`src/rtl/midi_pkg.sv`:
```
// midi_pkg: constants and types shared by the MIDI transmitter slice.
//   MIDI_BAUD        nominal MIDI bit rate
//   ST_CHAN_LO       first channel status byte (0x80)
//   ST_SYS_LO        first system common byte (0xF0)
//   ST_RT_LO         first real-time byte (0xF8)
//   tx_state_t       framer state encoding
//   is_chan_status   0x80..0xEF
//   is_sys_common    0xF0..0xF7
package midi_pkg;

    localparam int         MIDI_BAUD  = 31250;
    localparam logic [7:0] ST_CHAN_LO = 8'h80;
    localparam logic [7:0] ST_SYS_LO  = 8'hF0;
    localparam logic [7:0] ST_RT_LO   = 8'hF8;

    typedef enum logic [1:0] {
        IDLE  = 2'd0,
        START = 2'd1,
        DATA  = 2'd2,
        STOP  = 2'd3
    } tx_state_t;

    function automatic logic is_chan_status(input logic [7:0] b);
        return (b >= ST_CHAN_LO) && (b < ST_SYS_LO);
    endfunction

    function automatic logic is_sys_common(input logic [7:0] b);
        return (b >= ST_SYS_LO) && (b < ST_RT_LO);
    endfunction

endpackage

```
`src/rtl/midi_uart_tx_if.sv`:
```
// midi_uart_tx_if: byte handshake into the MIDI transmitter.
//   data   byte to send, stable while valid && !ready
//   valid  producer has a byte
//   ready  transmitter can take a byte; transfer on valid && ready
interface midi_uart_tx_if;
    logic [7:0] data;
    logic       valid;
    logic       ready;

    modport master (output data, output valid, input ready);
    modport slave  (input data, input valid, output ready);
endinterface

```
`src/rtl/midi_baud_gen.sv`:
```
// midi_baud_gen: bit-period timer.
//   clk      clock
//   rst      asynchronous active-low reset
//   restart  reload the count so the next tick is DIV cycles away
//   tick     one-cycle pulse every DIV cycles
// DIV must be at least 2.
module midi_baud_gen #(
    parameter int DIV = 32
) (
    input  logic clk,
    input  logic rst,
    input  logic restart,
    output logic tick
);
    localparam int CW = (DIV > 2) ? $clog2(DIV) : 1;

    logic [CW-1:0] cnt;

    always_ff @(posedge clk or negedge rst) begin
        if (!rst)
            cnt <= '0;
        else if (restart || cnt == '0)
            cnt <= CW'(DIV - 1);
        else
            cnt <= cnt - 1'b1;
    end

    // A restart cycle never ticks, so the first tick of a frame lands
    // exactly DIV cycles after the restart edge.
    assign tick = (cnt == '0) && !restart;

endmodule

```
`src/rtl/midi_uart_tx.sv`:
```
// midi_uart_tx: MIDI 8N1 serial transmitter.
//   clk    clock, all state on the rising edge
//   rst    asynchronous active-low reset
//   bus    byte handshake (data/valid in, ready out)
//   tx     serial line, idle high, driven straight from a flop
//   busy   high while a frame is on the line
// Optional build macro MIDI_TX_RUNNING_STATUS_EN: drop channel status
// bytes that repeat the last transmitted status.
module midi_uart_tx
    import midi_pkg::*;
#(
    parameter int CLK_HZ = 50000000,
    parameter int BAUD   = MIDI_BAUD
) (
    input  logic                 clk,
    input  logic                 rst,
    midi_uart_tx_if.slave        bus,
    output logic                 tx,
    output logic                 busy
);
    localparam int DIV = CLK_HZ / BAUD;

    tx_state_t  state_q, state_d;
    logic [7:0] sh_q, sh_d;
    logic [2:0] bit_q, bit_d;
    logic       tx_q, tx_d;
    logic       ready_q, ready_d;
    logic       busy_q, busy_d;
    logic       accept, send_ok, start_frame, tick;

    assign accept = bus.valid && ready_q;

    midi_baud_gen #(.DIV(DIV)) u_baud (
        .clk     (clk),
        .rst     (rst),
        .restart (start_frame),
        .tick    (tick)
    );

`ifdef MIDI_TX_RUNNING_STATUS_EN
    // Last channel status put on the line; 0 means none (never matches).
    logic [7:0] rs_q, rs_d;

    always_comb begin
        rs_d    = rs_q;
        send_ok = 1'b1;
        if (state_q == IDLE && accept) begin
            if (is_chan_status(bus.data)) begin
                if (bus.data == rs_q)
                    send_ok = 1'b0;
                else
                    rs_d = bus.data;
            end else if (is_sys_common(bus.data)) begin
                rs_d = '0;
            end
        end
    end

    always_ff @(posedge clk or negedge rst) begin
        if (!rst)
            rs_q <= '0;
        else
            rs_q <= rs_d;
    end
`else
    assign send_ok = 1'b1;
`endif

    always_ff @(posedge clk or negedge rst) begin
        if (!rst) begin
            state_q <= IDLE;
            sh_q    <= '0;
            bit_q   <= '0;
            tx_q    <= 1'b1;
            ready_q <= 1'b0;
            busy_q  <= 1'b0;
        end else begin
            state_q <= state_d;
            sh_q    <= sh_d;
            bit_q   <= bit_d;
            tx_q    <= tx_d;
            ready_q <= ready_d;
            busy_q  <= busy_d;
        end
    end

    // tx_d is the level for the bit period beginning at the next edge, so
    // each transition loads the following bit; sh_q holds the bits not yet sent.
    always_comb begin
        state_d     = state_q;
        sh_d        = sh_q;
        bit_d       = bit_q;
        tx_d        = tx_q;
        start_frame = 1'b0;
        case (state_q)
            IDLE: begin
                tx_d = 1'b1;
                if (accept && send_ok) begin
                    state_d     = START;
                    sh_d        = bus.data;
                    bit_d       = '0;
                    tx_d        = 1'b0;
                    start_frame = 1'b1;
                end
            end
            START: begin
                if (tick) begin
                    state_d = DATA;
                    tx_d    = sh_q[0];
                    sh_d    = {1'b0, sh_q[7:1]};
                end
            end
            DATA: begin
                if (tick) begin
                    bit_d = bit_q + 3'd1;
                    if (bit_q == 3'd7) begin
                        state_d = STOP;
                        tx_d    = 1'b1;
                    end else begin
                        tx_d = sh_q[0];
                        sh_d = {1'b0, sh_q[7:1]};
                    end
                end
            end
            STOP: begin
                if (tick)
                    state_d = IDLE;
            end
            default: begin
                state_d = IDLE;
                tx_d    = 1'b1;
            end
        endcase
        ready_d = (state_d == IDLE);
        busy_d  = (state_d != IDLE);
    end

    assign bus.ready = ready_q;
    assign tx        = tx_q;
    assign busy      = busy_q;

endmodule

```
`src/flat_wrapper.sv`:
```
// flat-port wrapper written by rule: the top's interface ports become plain ports
module midi_uart_tx_flat import midi_pkg::*;
#(
    parameter int CLK_HZ = 50000000,
    parameter int BAUD   = MIDI_BAUD
)
  (clk, rst, tx, busy, bus_data, bus_valid, bus_ready);
  midi_uart_tx_if bus_i ();
  input  logic clk;
  input  logic rst;
  output logic tx;
  output logic busy;
  input wire logic [$bits(bus_i.data)-1:0] bus_data;
  input wire logic [$bits(bus_i.valid)-1:0] bus_valid;
  output wire logic [$bits(bus_i.ready)-1:0] bus_ready;
  assign bus_i.data = bus_data;
  assign bus_i.valid = bus_valid;
  assign bus_ready = bus_i.ready;
  midi_uart_tx #(.CLK_HZ(CLK_HZ), .BAUD(BAUD)) u_core (.clk(clk), .rst(rst), .bus(bus_i), .tx(tx), .busy(busy));
endmodule
```
`config.mk`:
```
export PLATFORM = sky130hd
export DESIGN_NAME = midi_uart_tx_flat
export DESIGN_NICKNAME = d
export VERILOG_FILES = /design/src/rtl/midi_pkg.sv /design/src/rtl/midi_uart_tx_if.sv /design/src/rtl/midi_baud_gen.sv /design/src/rtl/midi_uart_tx.sv /design/src/flat_wrapper.sv
export SDC_FILE = /design/constraint.sdc
export NUM_CORES = 1
export LEC_CHECK = 0
export CAP_MARGIN = 20
export CORE_UTILIZATION = 56
export CTS_BUF_LIST = sky130_fd_sc_hd__clkbuf_8
export CTS_CLUSTER_DIAMETER = 200
export CTS_CLUSTER_SIZE = 14
export DETAILED_ROUTE_END_ITERATION = 12
export GPL_TIMING_DRIVEN = 0
export PLACE_DENSITY = 0.78
export SLEW_MARGIN = 20
export SYNTH_ARGS = -nofsm -noshare
export SYNTH_HDL_FRONTEND = slang
export SYNTH_HIERARCHICAL = 1
export SYNTH_SLANG_ARGS = --single-unit
```
`constraint.sdc`:
```
create_clock -name clk -period 8.5 [get_ports clk]
set_input_delay 1.7 -clock clk [delete_from_list [all_inputs] [get_ports clk]]
set_output_delay 1.7 -clock clk [all_outputs]
set_load 0.02 [all_outputs]
```
==> key figures, run 1 <==
STA
  • Fin crit share: 0.495
  • Final min period: 4200 ps
  • Slew Limit Fails: 0
  • Least-Margin Pin Slew: 918 ps
  • RSZ-0062 raised after global routing: no
  • Setup_tns: 0 ps
  • Setup Skew: 5.57 ps
  • Relative slew slack: 0.380
  • Fin. Hold Viols: 0
  • Fin Hold WS: 519 ps
  • Setup WS post-layout: 4300 ps
  • Max frequency: 0.238 GHz
  • Final setup violation count: 0

Setup path
  • R2R setup slack: 5160 ps
  • Worst path bufs/invs: 2
  • CP Data Arrival Time: 4410 ps
  • Critical path class: input pin to flip-flop
  • Crit Reg-Reg Startpoint: u_core/u_baud/cnt[0]
  • Worst setup EP type: flip-flop
  • Slowest cell delay on critical path: 810 ps
  • Worst Path Max Fanout: 10
  • Top cell family by delay on the critical path: simple AND/OR/NAND/NOR gates
  • Critical Path Source Type: input pin
  • Crit path depth: 8
  • Reg-to-Reg End: u_core/sh_q[0]
  • Worst path slowest cell: nor4b_1
  • Worst Reg-to-Reg Cells: 9
  • Worst path cell trace: clkdlybuf4s50_1, and3_1, nor4b_1, o21ba_4, a2111oi_4, buf_6, nor2_1, a21oi_2
  • Critical Path RT: 8710 ps
  • Worst setup endpoint: u_core/sh_q[0]
  • CP startpoint: bus_valid

Yosys
  • Ys async rst share: 1.00
  • Syn avg cell area: 10.4 um2
  • Seq/Total Area, Yosys: 0.458
  • Syn Inst Count: 142
  • Synth Register Bits: 27
  • Number of synthesized flops with an enable pin: 0
  • Synthesized Nets: 161
  • Post-synthesis cell type count: 38
  • Ys flop type: dfrtp_1
  • Mapped Area: 0.00148 mm2
  • Ys Warns: 6

Routing
  • 1st-pass router iterations: 4
  • DR WL/cell: 15.0 um
  • ANT nets after route: 0
  • Vias per cell: 6.05
  • Routed WL: 2.84 mm
  • Via count: 1143
  • Initial drt markers: 24
  • Final routed DRC violation total: 0

Final layout
  • Non-Filler Instances: 189
  • Most common cell after layout, fill and taps aside: dfrtp_1
  • Synthesis-to-finish area growth: 14.2%
  • Layout cell share with drive strength beyond 1: 0.119
  • N_diodes: 0
  • Leading cell types in the layout, fill and taps excluded: dfrtp_1, nor2_1, clkdlybuf4s50_1
  • NumNets Final: 179

Clock tree
  • Insertion delay to the later sink of the worst-skew pair: 270 ps
  • Inserted Clock Buffers: 3
  • Clock-pin slew on the worst setup and hold paths: 90 ps
  • CTS root buffer: clkbuf_8
  • Post-CTS Setup Inserts: 0
  • Hold buffers post-CTS: 0
  • Clk buf depth: 2
  • CTS H-Tree Depth: 1
  • TritonCTS clock tree: yes
  • CTS sink cnt: 27
  • Post-cts resize count: 0

Global routing
  • GRT Residual Overflow: 0
  • Vias in the first global route: 1132
  • First-pass GRT wire length: 4.74 mm
  • Initial antenna violation count: 0
  • Largest net degree at the start of global routing: 28
  • GRT Util Overall: 0.233

Outcome
  • Status: complete, no violations

Floorplanning
  • Die X: 53.3 um
  • Core area: 0.00248 mm2
  • Chip Height: 53.3 um
  • Num rows: 18
  • Die ar.: 0.00285 mm2
  • Initial core utilization: 0.596
  • Ports: 14

Pwr
  • P_leak: 0.715 nW
  • Pwr per Cell Area: 379 mW/mm2
  • Peak supply drop: 0.236 mV
  • Pwr Total: 639 uW

Flow run
  • Max-cap violations: 0

Placement
  • Final Wtd Congestion: 0.798
  • HPWL after detailed placement: 2.04 mm
  • DP Cell Count: 185
  • I/O Buffers: 13
  • Pre-CTS WS: 4080 ps

Min path
  • Min-Delay Path Class: flip-flop to flip-flop
[tightest hold or removal path: stages, from the launching register on]
cell and delay [ps]:
dfrtp_1 350, o21ai_0 80, nand2_1 60
[sequential cells by signal, indices dropped and copies added (netlist names)]
name               cells
u_core/sh_q            8
u_core/state_q         2
u_core/u_baud/cnt     11
u_core/tx              1
u_core/bus.ready       1
u_core/bit_q           3
u_core/busy            1
[final cells by class]
class,instances,area (um2)
Sequential cell,27,677
Inverter,7,26.3
Clock buffer,3,41.3
Timing Repair Buffer,13,125
Buffer,4,37.5
Multi-Input combinational cell,104,736
Tap cell,30,37.5
Clock inverter,1,5.00
Fill cell,196,792
[how the worst min path moves through the flow]
stage                    start               to  slack, ps  cells past startpoint
4_1_cts        u_core/bit_q[2]  u_core/bit_q[2]        520                      2
3_3_place_gp         u_core/tx        u_core/tx        470                      2
5_1_grt        u_core/bit_q[2]  u_core/bit_q[2]        560                      2
6_report       u_core/bit_q[2]  u_core/bit_q[2]        520                      2
2_1_floorplan  u_core/bit_q[1]  u_core/bit_q[1]        470                      2
3_5_place_dp   u_core/bit_q[2]  u_core/bit_q[2]        500                      2
[stage by stage]
| stage | util | area (um2) |
|---|---|---|
| floorplan | - | 1480 |
| global placement | 0.664 | 1640 |
| detailed placement | 0.662 | 1640 |
| CTS | 0.680 | 1690 |
| global route | 0.680 | 1690 |
| finish | 0.680 | 1690 |
[Yosys cell counts (3+ instances only)]
library cell	count	area share
a21oi_1	11	0.037
buf_6	3	0.023
dfrtp_1	26	0.44
ha_1	8	0.068
inv_1	7	0.018
mux2i_1	8	0.054
nand2_1	9	0.023
nand3_1	5	0.017
nor2_1	13	0.033
o21ai_0	9	0.031
o31ai_1	3	0.015
or3_1	3	0.013
or4_1	4	0.020
xnor2_1	3	0.018
[per-layer routing]
layer	wire length [um]	track usage	up-vias
li1	-	-	549
met3	120	0.0345	4
met5	0	0	-
met4	27	0.118	0
met2	1440	0.408	35
met1	1250	0.271	555
[power by group]
group | internal (mW) | switching (mW) | total [mW]
clock | 0.0328 | 0.0395 | 0.0724
sequential | 0.188 | 0.0513 | 0.239
combinational | 0.150 | 0.177 | 0.327
total | 0.371 | 0.268 | 0.639
[kinds of logic (layout without fill, tap and decap cells)]
kind of cell | Yosys count | count (layout) | share of synthesized area
simple gates | 49 | 49 | 0.183
compound gates | 35 | 35 | 0.168
flops | 27 | 27 | 0.458
buf+inv | 11 | 28 | 0.0432
mux | 9 | 9 | 0.0619
fa+ha+maj | 8 | 8 | 0.0678
xor+xnor | 3 | 3 | 0.0178
(Power assumes the default switching activity.)
==> run 2, diff against run 1 <==
CORE_UTILIZATION = 53   (was 56)
clock period = 3.8 ns   (was 8.5 ns; I/O delays follow)
==> run 2 against run 1 <==
Compared with the run above: sequential share of layout area about the same; first-iteration DRC count unchanged; global-route usage down 1.9 points; via count down 1.5%; critical endpoint unchanged; highest routed layer unchanged.
==> key figures, run 2 (synthesized netlist as in run 1, its figures left out) <==
Final layout
  • Synthesis-to-finish area growth: 14.1% (about the same)
  • Most common cell after layout, fill and taps aside: dfrtp_1
  • Largest regs: u_core/u_baud/cnt (11), u_core/sh_q (8), u_core/bit_q (3)
  • Non-Filler Instances: 189 (unchanged)
  • Layout cell share with drive strength beyond 1: 0.113 (-0.00629)
  • NumNets Final: 179 (unchanged)
  • Fill cells: 215 (+9.7%)
  • Fin area: 0.00168 mm2 (about the same)
  • Flip-flop count of the largest register after layout: 11 (unchanged)
  • Post-Route Utilization: 0.662 (-0.0186)
  • Leading cell types in the layout, fill and taps excluded: dfrtp_1, nor2_1, clkdlybuf4s50_1
  • N_diodes: 0 (unchanged)
  • Largest Register: u_core/u_baud/cnt

Clock tree
  • Inserted Clock Buffers: 3 (unchanged)
  • Clock-pin slew on the worst setup and hold paths: 90 ps (about the same)
  • Clk buf depth: 2 (unchanged)
  • Hold buffers post-CTS: 0 (unchanged)
  • Post-cts resize count: 0 (unchanged)
  • Post-CTS Setup Inserts: 0 (unchanged)
  • Insertion delay to the later sink of the worst-skew pair: 260 ps (about the same)
  • CTS root buffer: clkbuf_8
  • CTS sink cnt: 27 (unchanged)
  • CTS H-Tree Depth: 1 (unchanged)
  • TritonCTS clock tree: yes

Placement
  • I/O Buffers: 13 (unchanged)
  • DP Cell Count: 185 (unchanged)
  • HPWL after detailed placement: 2.01 mm (-1.4%)
  • Pre-CTS WS: 243 ps (-3840 ps)
  • Final Wtd Congestion: 0.859 (+7.6%)
  • Area after DPL: 0.00164 mm2 (unchanged)

STA
  • Max frequency: 0.296 GHz
  • Final setup violation count: 0 (unchanged)
  • Fin. Hold Viols: 0 (unchanged)
  • Setup WS post-layout: 417 ps (-3880 ps)
  • Fin Hold WS: 486 ps (-32.9 ps)
  • Setup_tns: 0 ps (unchanged)
  • Fin crit share: 0.890
  • Setup Skew: 4.96 ps (-0.615 ps)
  • Least-Margin Pin Slew: 949 ps (+30.9 ps)
  • Relative slew slack: 0.359 (-0.0209)
  • RSZ-0062 raised after global routing: no
  • Slew Limit Fails: 0 (unchanged)
  • Final min period: 3380 ps

Routing
  • DR WL/cell: 14.7 um (-2.1%)
  • 1st-pass router iterations: 4 (unchanged)
  • Final routed DRC violation total: 0 (unchanged)
  • Via count: 1126 (-1.5%)
  • ANT nets after route: 0 (unchanged)
  • Routed WL: 2.78 mm (-2.1%)
  • Initial drt markers: 24 (unchanged)
  • Vias per cell: 5.96 (-1.5%)

Setup path
  • Worst setup EP type: flip-flop
  • Worst path slowest cell: nor4b_1
  • Crit Reg-Reg Startpoint: u_core/u_baud/cnt[0]
  • CP Data Arrival Time: 3580 ps (-830 ps)
  • Critical Path RT: 4000 ps (-4710 ps)
  • Worst path cell trace: inv_1, ha_1, or4b_4, nor4b_1, o21ba_4, a2111oi_4, buf_6, nor2_1, a21oi_2
  • Worst Reg-to-Reg Cells: 9 (unchanged)
  • Reg-to-Reg End: u_core/sh_q[0]
  • Slowest cell delay on critical path: 800 ps (about the same)
  • Worst Path Max Fanout: 10 (unchanged)
  • Critical path class: flip-flop to flip-flop
  • R2R setup slack: 420 ps (-4740 ps)
  • Critical Path Source Type: flip-flop
  • Worst setup endpoint: u_core/sh_q[0]
  • CP startpoint: u_core/u_baud/cnt[0]

Floorplanning
  • Num rows: 18 (unchanged)
  • Core area: 0.00254 mm2 (+2.7%)
  • Die ar.: 0.00300 mm2 (+5.5%)
  • Chip Height: 54.8 um (+2.7%)
  • Ports: 14 (unchanged)
  • Die X: 54.8 um (+2.7%)
  • Initial core utilization: 0.580 (-0.0158)

Min path
  • Min-Delay Path Class: input pin to async pin

Global routing
  • First-pass GRT wire length: 4.48 mm (-5.5%)
  • Largest net degree at the start of global routing: 28 (unchanged)
  • Initial antenna violation count: 0 (unchanged)
  • GRT Util Overall: 0.214 (-0.0185)
  • GRT Residual Overflow: 0 (unchanged)
  • Vias in the first global route: 1062 (-6.2%)

Pwr
  • P_leak: 0.717 nW (+0.20%)
  • Pwr per Cell Area: 836 mW/mm2 (+120%)
  • Pwr Total: 1.41 mW (+120%)
  • Peak supply drop: 0.658 mV (+180%)

Outcome
  • Status: complete, no violations

Flow run
  • Max-cap violations: 0 (unchanged)
run 2: cell count changes in the layout (fill, tap and decap cells not counted):
cell	previous run	this run
clkinv_2	1	0
inv_1	7	8
run 2: layout make-up:
class                   instances  area (um2)  area share
flip-flops and latches         27         677       0.402
clock buffers                   3        41.3      0.0245
multi-input cells             104         736       0.437
inverters                       7        26.3      0.0156
plain buffers                   4        37.5      0.0223
clock inverters                 1        3.75     0.00223
well taps                      30        37.5      0.0223
repair buffers                 13         125      0.0743
run 2: critical path, delay by kind of cell (launching register included):
family / cells / cell delay (ps)
simple gates: 3 / 1390
buf+inv: 2 / 300
compound gates: 3 / 920
fa+ha+maj: 1 / 280
flops: 1 / 430
run 2: per-layer routing:
layer  GRT usage  vias up  share of wire
met3      0.0333        2          0.039
li1            -      550              -
met2       0.396       24           0.52
met4      0.0641        0         0.0036
met1       0.250      550           0.44
met5           0        -              0
run 2: worst min-delay path by stage:
stage / start / endpoint / slack [ps]
floorplan: rst / u_core/bit_q[0] / 460
global placement: u_core/tx / u_core/tx / 480
detailed placement: u_core/tx / u_core/tx / 490
CTS: u_core/tx / u_core/tx / 500
global route: u_core/tx / u_core/tx / 520
finish: rst / u_core/bit_q[2] / 490
run 2: where the power goes:
part,switching [mW],internal (mW)
Clock,0.0830,0.0722
Combinational,0.381,0.335
Sequential,0.116,0.421
Total,0.580,0.828
==> variant 1 (config.mk and constraints of run 1) <==
`CLK_HZ` is set to 50000000 in 2 places; all go to 100000000.
--- a/src/rtl/midi_uart_tx.sv
+++ b/src/rtl/midi_uart_tx.sv
@@ -10,5 +10,5 @@
     import midi_pkg::*;
 #(
-    parameter int CLK_HZ = 50000000,
+    parameter int CLK_HZ = 100000000,
     parameter int BAUD   = MIDI_BAUD
 ) (
--- a/src/flat_wrapper.sv
+++ b/src/flat_wrapper.sv
@@ -2,5 +2,5 @@
 module midi_uart_tx_flat import midi_pkg::*;
 #(
-    parameter int CLK_HZ = 50000000,
+    parameter int CLK_HZ = 100000000,
     parameter int BAUD   = MIDI_BAUD
 )
Check against the original RTL: no difference found for any inputs over 10 cycles, from zero or initial values and one cycle with rst low; that may be too few to reach the edited logic, so the function may still have changed.
==> variant 1 against run 1 <==
Power is 1.4% lower; worst setup slack better by 120 ps; sequential cell count is 1 higher; cell area is 5.9% higher; critical path type unchanged; worst hold slack worse by 3.1 ps; synthesized area is 6.9% higher; sequential share of layout area is 0.85 points lower; wire length is 0.67% lower; largest power group unchanged; synthesized cell count is 7.7% higher.
==> variant 1: results (changes against run 1) <==
Run status
  • Status: finished clean (unchanged)

Global route
  • First-pass GRT wire length: 4780 um (was 4740 um)
  • Vias in the first global route: 1079 (was 1132)
  • Global Route Usage Sum: 22.5% (was 23.3%)
  • Largest net degree at the start of global routing: 29 (was 28)

Detailed routing
  • Routed wire length: 2820 um (was 2840 um)
  • Initial DRC count: 27 (was 24)
  • DR WL/cell: 14.1 um (was 15.0 um)
  • Drt via density: 5.96 (was 6.05)

Finish
  • # nets final: 191 (was 179)
  • Fraction of layout instances using a drive strength above 1: 12.9% (was 11.9%)
  • Area of the multi-input gates: 800 um2 (was 736 um2)
  • ClkCell Share: 2.52% (was 2.75%)
  • Inverters excl. clock: 8 (was 7)
  • FF+latch area: 702 um2 (was 677 um2)
  • Finished Cell Area: 1790 um2 (was 1690 um2)
  • NonClk Buf Share: 9.60% (was 9.65%)
  • Non-clock buffers: 19 (was 17)
  • Top flop regs: u_core/u_baud/cnt (12), u_core/sh_q (8), u_core/bit_q (3) (was u_core/u_baud/cnt (11), u_core/sh_q (8), u_core/bit_q (3))
  • # fillers: 211 (was 196)

Place
  • Placement Cell Area: 1740 um2 (was 1640 um2)
  • Final GP Congestion: 0.780 (was 0.798)
  • Post-detail-place hpwl: 2060 um (was 2040 um)

Synth
  • Syn Nets: 173 (was 161)
  • Sequential share of the synthesized area: 44.5% (was 45.8%)
  • Synth top area cells: dfrtp_1 43%, ha_1 7.1%, mux2i_1 5.1% (was dfrtp_1 44%, ha_1 6.8%, mux2i_1 5.4%)
  • Most frequent cells after synthesis: 27 x dfrtp_1, 15 x nor2_1, 10 x nand2_1 (was 26 x dfrtp_1, 13 x nor2_1, 11 x a21oi_1)

STA
  • Relative slew slack: 53.3% (was 38.0%)

Pwr
  • P_leak: 0.755 nW (was 0.715 nW)
  • Peak VDD IR: 274 uV (was 236 uV)

Critical path
  • Crit path max-delay family: compound AO/OA/AOI/OAI gates (was simple AND/OR/NAND/NOR gates)
## variant 1: changes by cell type in the layout (fill, tap and decap cells not counted), sizes merged, moves of 2 or more
cell	change
inv	+2
o211ai	+2
a21oi	-2
nor3	+2
or3	-3
nor2	+2
buf	+2
## variant 1: power by group
part	total, mW	switching [mW]	internal, mW
Sequential	0.232	0.0433	0.189
Clock	0.0715	0.0390	0.0324
Combinational	0.326	0.174	0.153
Total	0.630	0.256	0.374
## variant 1: worst paths after layout
path,end,slack [ps],start,cells past startpoint
worst max-delay path,u_core/sh_q[0],4420,bus_valid,9
min in group asynchronous,u_core/u_baud/cnt[9],1420,rst,1
worst max register to register,u_core/sh_q[0],5430,u_core/u_baud/cnt[0],9
max in group asynchronous,u_core/sh_q[2],6690,rst,1
worst min-delay path,u_core/u_baud/cnt[0],520,u_core/u_baud/cnt[0],1
worst min register to register,u_core/u_baud/cnt[0],520,u_core/u_baud/cnt[0],1
## variant 1: kinds of logic (layout without fill, tap and decap cells)
kind of cell | Yosys count | after routing | synth area share (%)
xor gates and xnor gates | 2 | 2 | 1.11
adders and majority gates | 9 | 9 | 7.14
and+or+nand+nor | 51 | 51 | 17.9
DFF | 28 | 28 | 44.5
AOI/OAI and AO/OA | 40 | 40 | 18.7
muxes | 9 | 9 | 5.79
buffers and inverters | 14 | 31 | 4.84
## variant 1: layer usage
layer	routed length (um)	part of all wire, %	GRT usage, %
met1	1360	48	29.8
met3	92	3.3	4.10
met4	41	1.5	8.75
met2	1320	47	36.1
met5	0	0	0
## variant 1: through the flow
stage,setup slack (ps),hold WS [ps]
6_report,4420,516
5_1_grt,4230,532
4_1_cts,4420,519
3_5_place_dp,4150,495
3_3_place_gp,4220,491
2_1_floorplan,5030,472
==> variant 2 (config.mk and constraints of run 1) <==
Made on the original files. Register the output `tx` once more, with the module's reset; this adds one clock of latency there. The other outputs are not delayed to match.
--- a/src/rtl/midi_uart_tx.sv
+++ b/src/rtl/midi_uart_tx.sv
@@ -137,5 +137,11 @@
 
     assign bus.ready = ready_q;
-    assign tx        = tx_q;
+    always_ff @(posedge clk or negedge rst) begin
+        if (!rst) begin
+            tx <= '0;
+        end else begin
+            tx <= tx_q;
+        end
+    end
     assign busy      = busy_q;
 
Behaviour: not the same (Yosys sat finds a counterexample within 4 cycles, from zero or initial values and one cycle with rst low).
==> variant 2 against run 1 <==
Non-clock buffer count is 1 higher; worst setup slack improved by 210 ps; synthesized area rose by 7.3%; wire length up 3.0%; sequential cell count increased by 1; largest cell class unchanged; first-iteration DRC count shrank 17%; cell area up 6.9%; highest routed layer unchanged.
Power is not compared: it rests on default switching activity, and its combinational part moved more than twofold at a synthesized area within 25%.
==> variant 2: results (changes against run 1) <==
Run status
  • Status: finished clean (unchanged)

Detailed routing
  • Wire length on met1: 1350 um (was 1250 um)
  • Met3 wire len: 96 um (was 120 um)
  • Met2 WL post-DR: 1460 um (was 1440 um)
  • Routed wire length: 2930 um (was 2840 um)
  • Drt via density: 6.10 (was 6.05)
  • Initial DRC count: 20 (was 24)

Critical path
  • Crit-path max cell delay: 600 ps (was 810 ps)
  • Worst R2R Setup Slack: 5420 ps (was 5160 ps)

Global route
  • Global Route Usage Sum: 21.9% (was 23.3%)
  • Met2 usage: 39.6% (was 40.8%)
  • First-pass GRT wire length: 4620 um (was 4740 um)

STA
  • Worst Skew: 9.25 ps (was 5.57 ps)
  • Period utilization: 47.0% (was 49.5%)

Synth
  • Synth top area cells: dfrtp_1 43%, mux2_4 7.6%, ha_1 6.3% (was dfrtp_1 44%, ha_1 6.8%, mux2i_1 5.4%)
  • Sequential share of the synthesized area: 44.3% (was 45.8%)
  • Number of library cell types mapped by synthesis: 44 (was 38)
  • Syn Nets: 160 (was 161)

Finish
  • NonClk Buf Share: 9.24% (was 9.65%)
  • FF+latch count: 28 (was 27)
  • Inverters excl. clock: 8 (was 7)
  • ClkCell Share: 3.06% (was 2.75%)
  • Non-clock buffers: 18 (was 17)
  • Clkbuf count: 4 (was 3)
  • Share of cell area taken by multi-input logic gates: 45.0% (was 43.7%)

Floorplan
  • Die Area: 3050 um2 (was 2850 um2)

Place
  • Placement Cell Area: 1750 um2 (was 1640 um2)
[variant 2: how the worst min path moves through the flow]
stage | from | end | slack [ps] | cells past startpoint
after global routing | u_core/tx_q | u_core/tx | 410 | 0
final | u_core/tx_q | u_core/tx | 400 | 0
after detailed placement | u_core/tx_q | u_core/tx | 390 | 0
after global placement | u_core/tx_q | u_core/tx | 390 | 0
after CTS | u_core/tx_q | u_core/tx | 400 | 0
after floorplan | u_core/tx_q | u_core/tx | 390 | 0
[variant 2: through the flow]
| stage | total power [mW] | setup WS, ps | instances |
|---|---|---|---|
| 3_3_place_gp | 0.151 | 4370 | 184 |
| 4_1_cts | 0.233 | 4550 | 188 |
| 2_1_floorplan | 0.143 | 5160 | 141 |
| 6_report | 0.232 | 4500 | 188 |
| 5_1_grt | 0.239 | 4430 | 188 |
| 3_5_place_dp | 0.151 | 4270 | 184 |
[variant 2: cell families after synthesis]
family	synth area share, %
mux	13.3
buf+inv	4.50
xor+xnor	1.66
compound gates	13.4
flops	44.3
fa+ha+maj	6.32
simple gates	16.5
